$ cat src/rtl/fetch_stage.sv
`default_nettype none
// ============================================================================
//  fetch_stage : owns the PC, reads the program ROM, hands words to decode.
//  Rev 1.0     : initial release
// ============================================================================
module fetch_stage #(
   parameter int                ADDR_W   = 16,
   parameter int                DATA_W   = 32,
   parameter logic [ADDR_W-1:0] RESET_PC = {ADDR_W{1'b0}}
) (
   input  logic              CLK,
   input  logic              RST,
   output logic [ADDR_W-1:0] rom_address,
   input  logic [DATA_W-1:0] rom_data,
   input  logic              redirect,
   input  logic [ADDR_W-1:0] redirect_pc,
   input  logic              halt,
   output logic              instr_valid,
   input  logic              instr_ready,
   output logic [DATA_W-1:0] instr,
   output logic [ADDR_W-1:0] instr_pc,
   output logic              halted
);

   localparam logic [0:0] S_RUN    = 1'b0;
   localparam logic [0:0] S_HALTED = 1'b1;

   logic [0:0]        state_q, state_d;
   logic [ADDR_W-1:0] pc_q, pc_d;
   logic [DATA_W-1:0] instr_q, instr_d;
   logic [ADDR_W-1:0] instr_pc_q, instr_pc_d;
   logic              instr_valid_q, instr_valid_d;
   logic              slot_free;

   always_ff @(posedge CLK) begin
      if (RST) begin
         state_q       <= S_RUN;
         pc_q          <= RESET_PC;
         instr_q       <= '0;
         instr_pc_q    <= '0;
         instr_valid_q <= 1'b0;
      end else begin
         state_q       <= state_d;
         pc_q          <= pc_d;
         instr_q       <= instr_d;
         instr_pc_q    <= instr_pc_d;
         instr_valid_q <= instr_valid_d;
      end
   end

   always_comb begin
      state_d = state_q;
      if (redirect)
         state_d = S_RUN;
      else if (state_q == S_RUN && halt)
         state_d = S_HALTED;
   end

   assign slot_free = ~instr_valid_q | instr_ready;

   // A word being taken this cycle still completes; the flush only clears what follows.
   always_comb begin
      pc_d          = pc_q;
      instr_d       = instr_q;
      instr_pc_d    = instr_pc_q;
      instr_valid_d = instr_valid_q;
      if (redirect) begin
         pc_d          = redirect_pc;
         instr_valid_d = 1'b0;
      end else if (state_q == S_RUN && !halt && slot_free) begin
         instr_d       = rom_data;
         instr_pc_d    = pc_q;
         instr_valid_d = 1'b1;
         pc_d          = pc_q + ADDR_W'(1);
      end else if (state_q == S_HALTED || halt) begin
         instr_valid_d = instr_valid_q & ~instr_ready;
      end
   end

   always_comb begin
      halted      = (state_q == S_HALTED);
      rom_address = pc_q;
      instr       = instr_q;
      instr_pc    = instr_pc_q;
      instr_valid = instr_valid_q;
   end

endmodule
`default_nettype wire
$ cat config.mk
export PLATFORM = sky130hd
export DESIGN_NAME = fetch_stage
export DESIGN_NICKNAME = d
export VERILOG_FILES = /design/src/rtl/fetch_stage.sv
export SDC_FILE = /design/constraint.sdc
export NUM_CORES = 1
export LEC_CHECK = 0
export CAP_MARGIN = 0
export CORE_AREA = 2 2 80 82
export CTS_CLUSTER_SIZE = 30
export DETAILED_ROUTE_END_ITERATION = 8
export DIE_AREA = 0 0 82 84
export PLACE_DENSITY = 0.84
export SYNTH_ARGS = -nofsm -noshare
export SYNTH_HDL_FRONTEND = slang
export SYNTH_SLANG_ARGS = --single-unit
$ cat constraint.sdc
create_clock -name CLK -period 2.6 [get_ports CLK]
set_input_delay 0.52 -clock CLK [delete_from_list [all_inputs] [get_ports CLK]]
set_output_delay 0.52 -clock CLK [all_outputs]
set_load 0.01 [all_outputs]
Yosys cells after proc, flatten, opt, wreduce, memory -nomap -nowiden
Index checks and enable logic that the tools add are counted. W data, S select, Z words.

Add/sub/neg operators: 1. Multiplexer cells: 4. Bitwise gates (word level): 6. Reduce and logical (&&, ||, !) cells: 9.

Operators with widths (number): $mux W16 (2); $add A16 B1 Y16 const B (1); $not A1 Y1 (4); $reduce_bool A2 Y1 (2); $logic_and A1 B1 Y1 (3); $mux W1 (2); $reduce_and A2 Y1 (1); $reduce_or A2 Y1 (1); $and A1 B1 Y1 (1); $logic_not A1 Y1 (1); $logic_or A1 B1 Y1 (1); $or A1 B1 Y1 (1).

Register bits: 66. Bits of input ports: 53. Word-level logic and storage cells: 25.

Longest topological paths before layout
Depth in word-level cells: 5. Depth in mapped cells: 7. Mapped depth without buffers: 5.

Least setup slack after synthesis
No wires, ideal clock.

Path kind: input-to-reg. Start: in halt. End: reg instr_q[10], in the netlist instr[10]. Library setup time: 0.128 ns. Data arrival time: 1.646 ns. Data required time: 2.472 ns. Slack: 0.827 ns. Stages: 7. Path buffers: 3. Path through: or2_0 > clkbuf_1 > nor3_2 > buf_4 > buf_4 > mux2i_1 > nor2_1.

Word-level cells in the longest chain between the ends: 4.

Ends and longest elaborated chain: start, declared (line 17) `input logic halt,`; $logic_not A1 Y1 (line 70) `end else if (state_q == S_RUN && !halt && slot_free) begin`; $logic_and A1 B1 Y1 (2 in series) (line 70); $reduce_and A2 Y1 (no source line); end signal, assigned (line 45) `instr_q <= instr_d;`; end, declared (line 30) `logic [DATA_W-1:0] instr_q, instr_d;`.

No other way between the ends. A chain may end at the register's enable or synchronous reset.

Worst setup path in the final report
Start: in halt. End: reg pc_q[11], in the netlist rom_address[11].

Word-level cells in the longest chain between the ends: 4.

Ends and longest elaborated chain: $logic_not A1 Y1 (line 70); $logic_and A1 B1 Y1 (2 in series) (line 70); $reduce_bool A2 Y1 (no source line); end signal, assigned (line 44) `pc_q <= pc_d;`; end, declared (line 29) `logic [ADDR_W-1:0] pc_q, pc_d;`.

No other way between the ends.

==> results.cfg <==
[timing]
worstMarginPinSlew_ps = 529.0
rsz0062_at_grt = no
fmax_mhz = 471.1
finalClockSkew_ps = 10.27
setup_ws_ps = 477.5
number_of_pins_exceeding_their_max_slew_limit_in_the_final_report = 0
setup_viol_count_final = 0
timing_hold_violations_final = 0
fin_setup_tns_ps = 0
timing.final.crit_share_pct = 81.63
max-slew-margin-rel_pct = 64.74
fin_worst_hold_slack_ps = 490.3
post-route-min-period_ps = 2122

[clock_tree]
tritoncts = yes
cts_repair_resize_count = 0
cts.path.max_buffers = 2
path_clk_slew_ps = 70
clock_insertion_delay_worst_skew_ps = 330
ctsHoldBuffers = 0
cts.htree.levels = 3
numCtsBuffers = 9
clock-root-buffer = sky130_fd_sc_hd__clkbuf_8
cts_post_setup_buffers_inserted = 0
cts.sink_count = 66

[place]
routabilityCongestion = 0.8082
dp_worst_setup_slack_ps = 117.8
dp_hpwl_um = 4703
numPortBuffers = 118

[cells_and_area]
drive_gt1_share_pct = 7.143
fillCellCount = 505
finalNetCount = 441
utilization_pct = 67.51
area_growth_pct = 55.43
antenna_cells = 0

[critical_path]
critPathKind = in -> reg
critical_path.max_fanout = 11
worst_ep_arrival_time_ps = 2360
critPathLaunchType = primary input
critical_path_required_ps = 2840
worstSetupEndpointType = flop

[floorplanning]
die_w_um = 82
floorplan.core_area_um2 = 6096
design.die.area_um2 = 6888
io_pins = 119
die_h_um = 84
initial_core_util_pct = 43.43
fp-row-count = 29

[power_and_ir_drop]
ir_drop_uv = 402.3
power.static_leakage_nw = 1.497
power_per_cell_area_nw_per_um2 = 550.3

[synthesis]
ys_warn_count = 0
synth_most_common_cell = sky130_fd_sc_hd__dfxtp_1
post_synth_edffs = 0
netlist_top_cells_area = sky130_fd_sc_hd__dfxtp_1, sky130_fd_sc_hd__mux2i_1, sky130_fd_sc_hd__nor2_1
synth-async-reset-ratio_pct = 0
post_synth_instance_area_um2 = 2648
yosys_register_bits = 66
synthFlopType = sky130_fd_sc_hd__dfxtp_1
number_of_distinct_library_cells_after_synthesis = 35
post-synth-top-area-fraction_pct = 49.91
synth_common_cells = sky130_fd_sc_hd__dfxtp_1, sky130_fd_sc_hd__nor2_1, sky130_fd_sc_hd__mux2i_1, sky130_fd_sc_hd__clkbuf_1, sky130_fd_sc_hd__a211oi_1
synthDominantAreaCellType = sky130_fd_sc_hd__dfxtp_1
yosysSeqAreaShare_pct = 49.91
synthesis.instances = 267
avg_synthesized_cell_area_um2 = 9.916
synthesis.nets = 321

[outcome]
status = finished, final reports clean

[route]
drtAntennaViolNets = 0
route.detailed.vias_per_inst = 5.023
drt-total-wl_um = 6476
routed_length_per_placed_instance_um = 13.81
route.detailed.drc = 0
count_of_tritonroute_iterations_in_the_first_routing_pass = 5
via_count_of_the_routed_design = 2356
dr.first_iter.drc_count = 73

[min_path]
hold_class = reg -> reg

[global_route]
grt_max_degree = 33
grt_util_all_layers_pct = 19.35
first_global_vias = 2277
global_route_wire_length_before_repair_um = 10430
antenna_violations_before_repair = 0
overflow = 0

[job]
maxCapViolCount = 0
==> cell families (layout without fill, tap and decap cells) <==
group | after synthesis | after routing | share of synthesized area, %
simple gates | 98 | 98 | 18.01
flops | 66 | 66 | 49.91
mux | 49 | 49 | 18.53
compound gates | 26 | 26 | 7.373
buf+inv | 20 | 145 | 3.402
xor+xnor | 7 | 7 | 2.316
fa+ha+maj | 1 | 1 | 0.4725
==> per-stage QoR <==
step,std cells,cell area [um^2],power (mW)
2_1_floorplan,267,2648,1.283
3_3_place_gp,453,3933,1.496
3_5_place_dp,453,3933,1.504
4_1_cts,469,4115,2.285
5_1_grt,469,4115,2.361
6_report,469,4115,2.265
==> cell usage in the layout, fill, tap and decap left out, drive strengths merged <==
| cell | synthesis | final |
|---|---|---|
| o31ai | 5 | 5 |
| clkdlybuf4s50 | 0 | 117 |
| nor2b | 1 | 1 |
| nand2 | 3 | 3 |
| clkinv | 0 | 2 |
| nor2 | 65 | 65 |
| and4 | 1 | 1 |
| nor4 | 1 | 1 |
| mux2i | 49 | 49 |
| o21ai | 3 | 3 |
| a31oi | 1 | 1 |
| xnor2 | 4 | 4 |
| and2 | 1 | 1 |
| a211oi | 9 | 9 |
| nand4 | 6 | 6 |
| ha | 1 | 1 |
| or2b | 1 | 1 |
| or3 | 3 | 3 |
| or2 | 2 | 2 |
| buf | 6 | 9 |
| nand3 | 4 | 4 |
| o21bai | 1 | 1 |
| dfxtp | 66 | 66 |
| xor2 | 3 | 3 |
| nor4b | 1 | 1 |
| clkbuf | 11 | 14 |
| a311oi | 7 | 7 |
| or4 | 5 | 5 |
| inv | 3 | 3 |
| and3 | 1 | 1 |
| nor3 | 3 | 3 |
==> report_power, final <==
part / internal (mW) / leakage, nW / total, mW / switching [mW]
Clock: 0.423 / 0.0965 / 0.784 / 0.362
Sequential: 1.06 / 0.541 / 1.10 / 0.0400
Combinational: 0.226 / 0.860 / 0.378 / 0.151
Total: 1.71 / 1.50 / 2.26 / 0.553
==> critical path: stages <==
cell and delay, ps:
sky130_fd_sc_hd__clkdlybuf4s50_1 510, sky130_fd_sc_hd__nor2_8 140, sky130_fd_sc_hd__nand4_1 350, sky130_fd_sc_hd__or4_1 590, sky130_fd_sc_hd__a311oi_1 250
==> path summary, 6_finish.rpt <==
path,startpoint,to,slack [ps],depth (start not counted)
min,instr[21]$_SDFFE_PP0P_,instr[21]$_SDFFE_PP0P_,490,2
min reg2reg,instr[21]$_SDFFE_PP0P_,instr[21]$_SDFFE_PP0P_,490,2
max reg2reg,rom_address[3]$_SDFFE_PP0P_,rom_address[11]$_SDFFE_PP0P_,700,4
max,halt,rom_address[11]$_SDFFE_PP0P_,480,5
==> area by class of cell <==
cell class / instances / area [um^2] / share of cell area [%]
repair buffers: 126 / 1261 / 30.65
multi-input cells: 181 / 1242 / 30.19
inverters: 3 / 11.26 / 0.2736
clock inverters: 2 / 10.01 / 0.2432
well taps: 77 / 96.34 / 2.341
flip-flops and latches: 66 / 1321 / 32.11
clock buffers: 14 / 172.7 / 4.196
==> state kept, by name, summed over array words and instances, names as in the netlist <==
name and cells:
instr 32, rom_address 16, instr_pc 16, instr_valid 1, halted 1
==> layer usage <==
metal	part of all wire, %	track usage (%)
met5	0	0
met4	0.90	6.515
met3	6.7	4.004
met1	45	24.86
met2	47	31.86
Note: power is estimated with default switching activity, not from simulation.
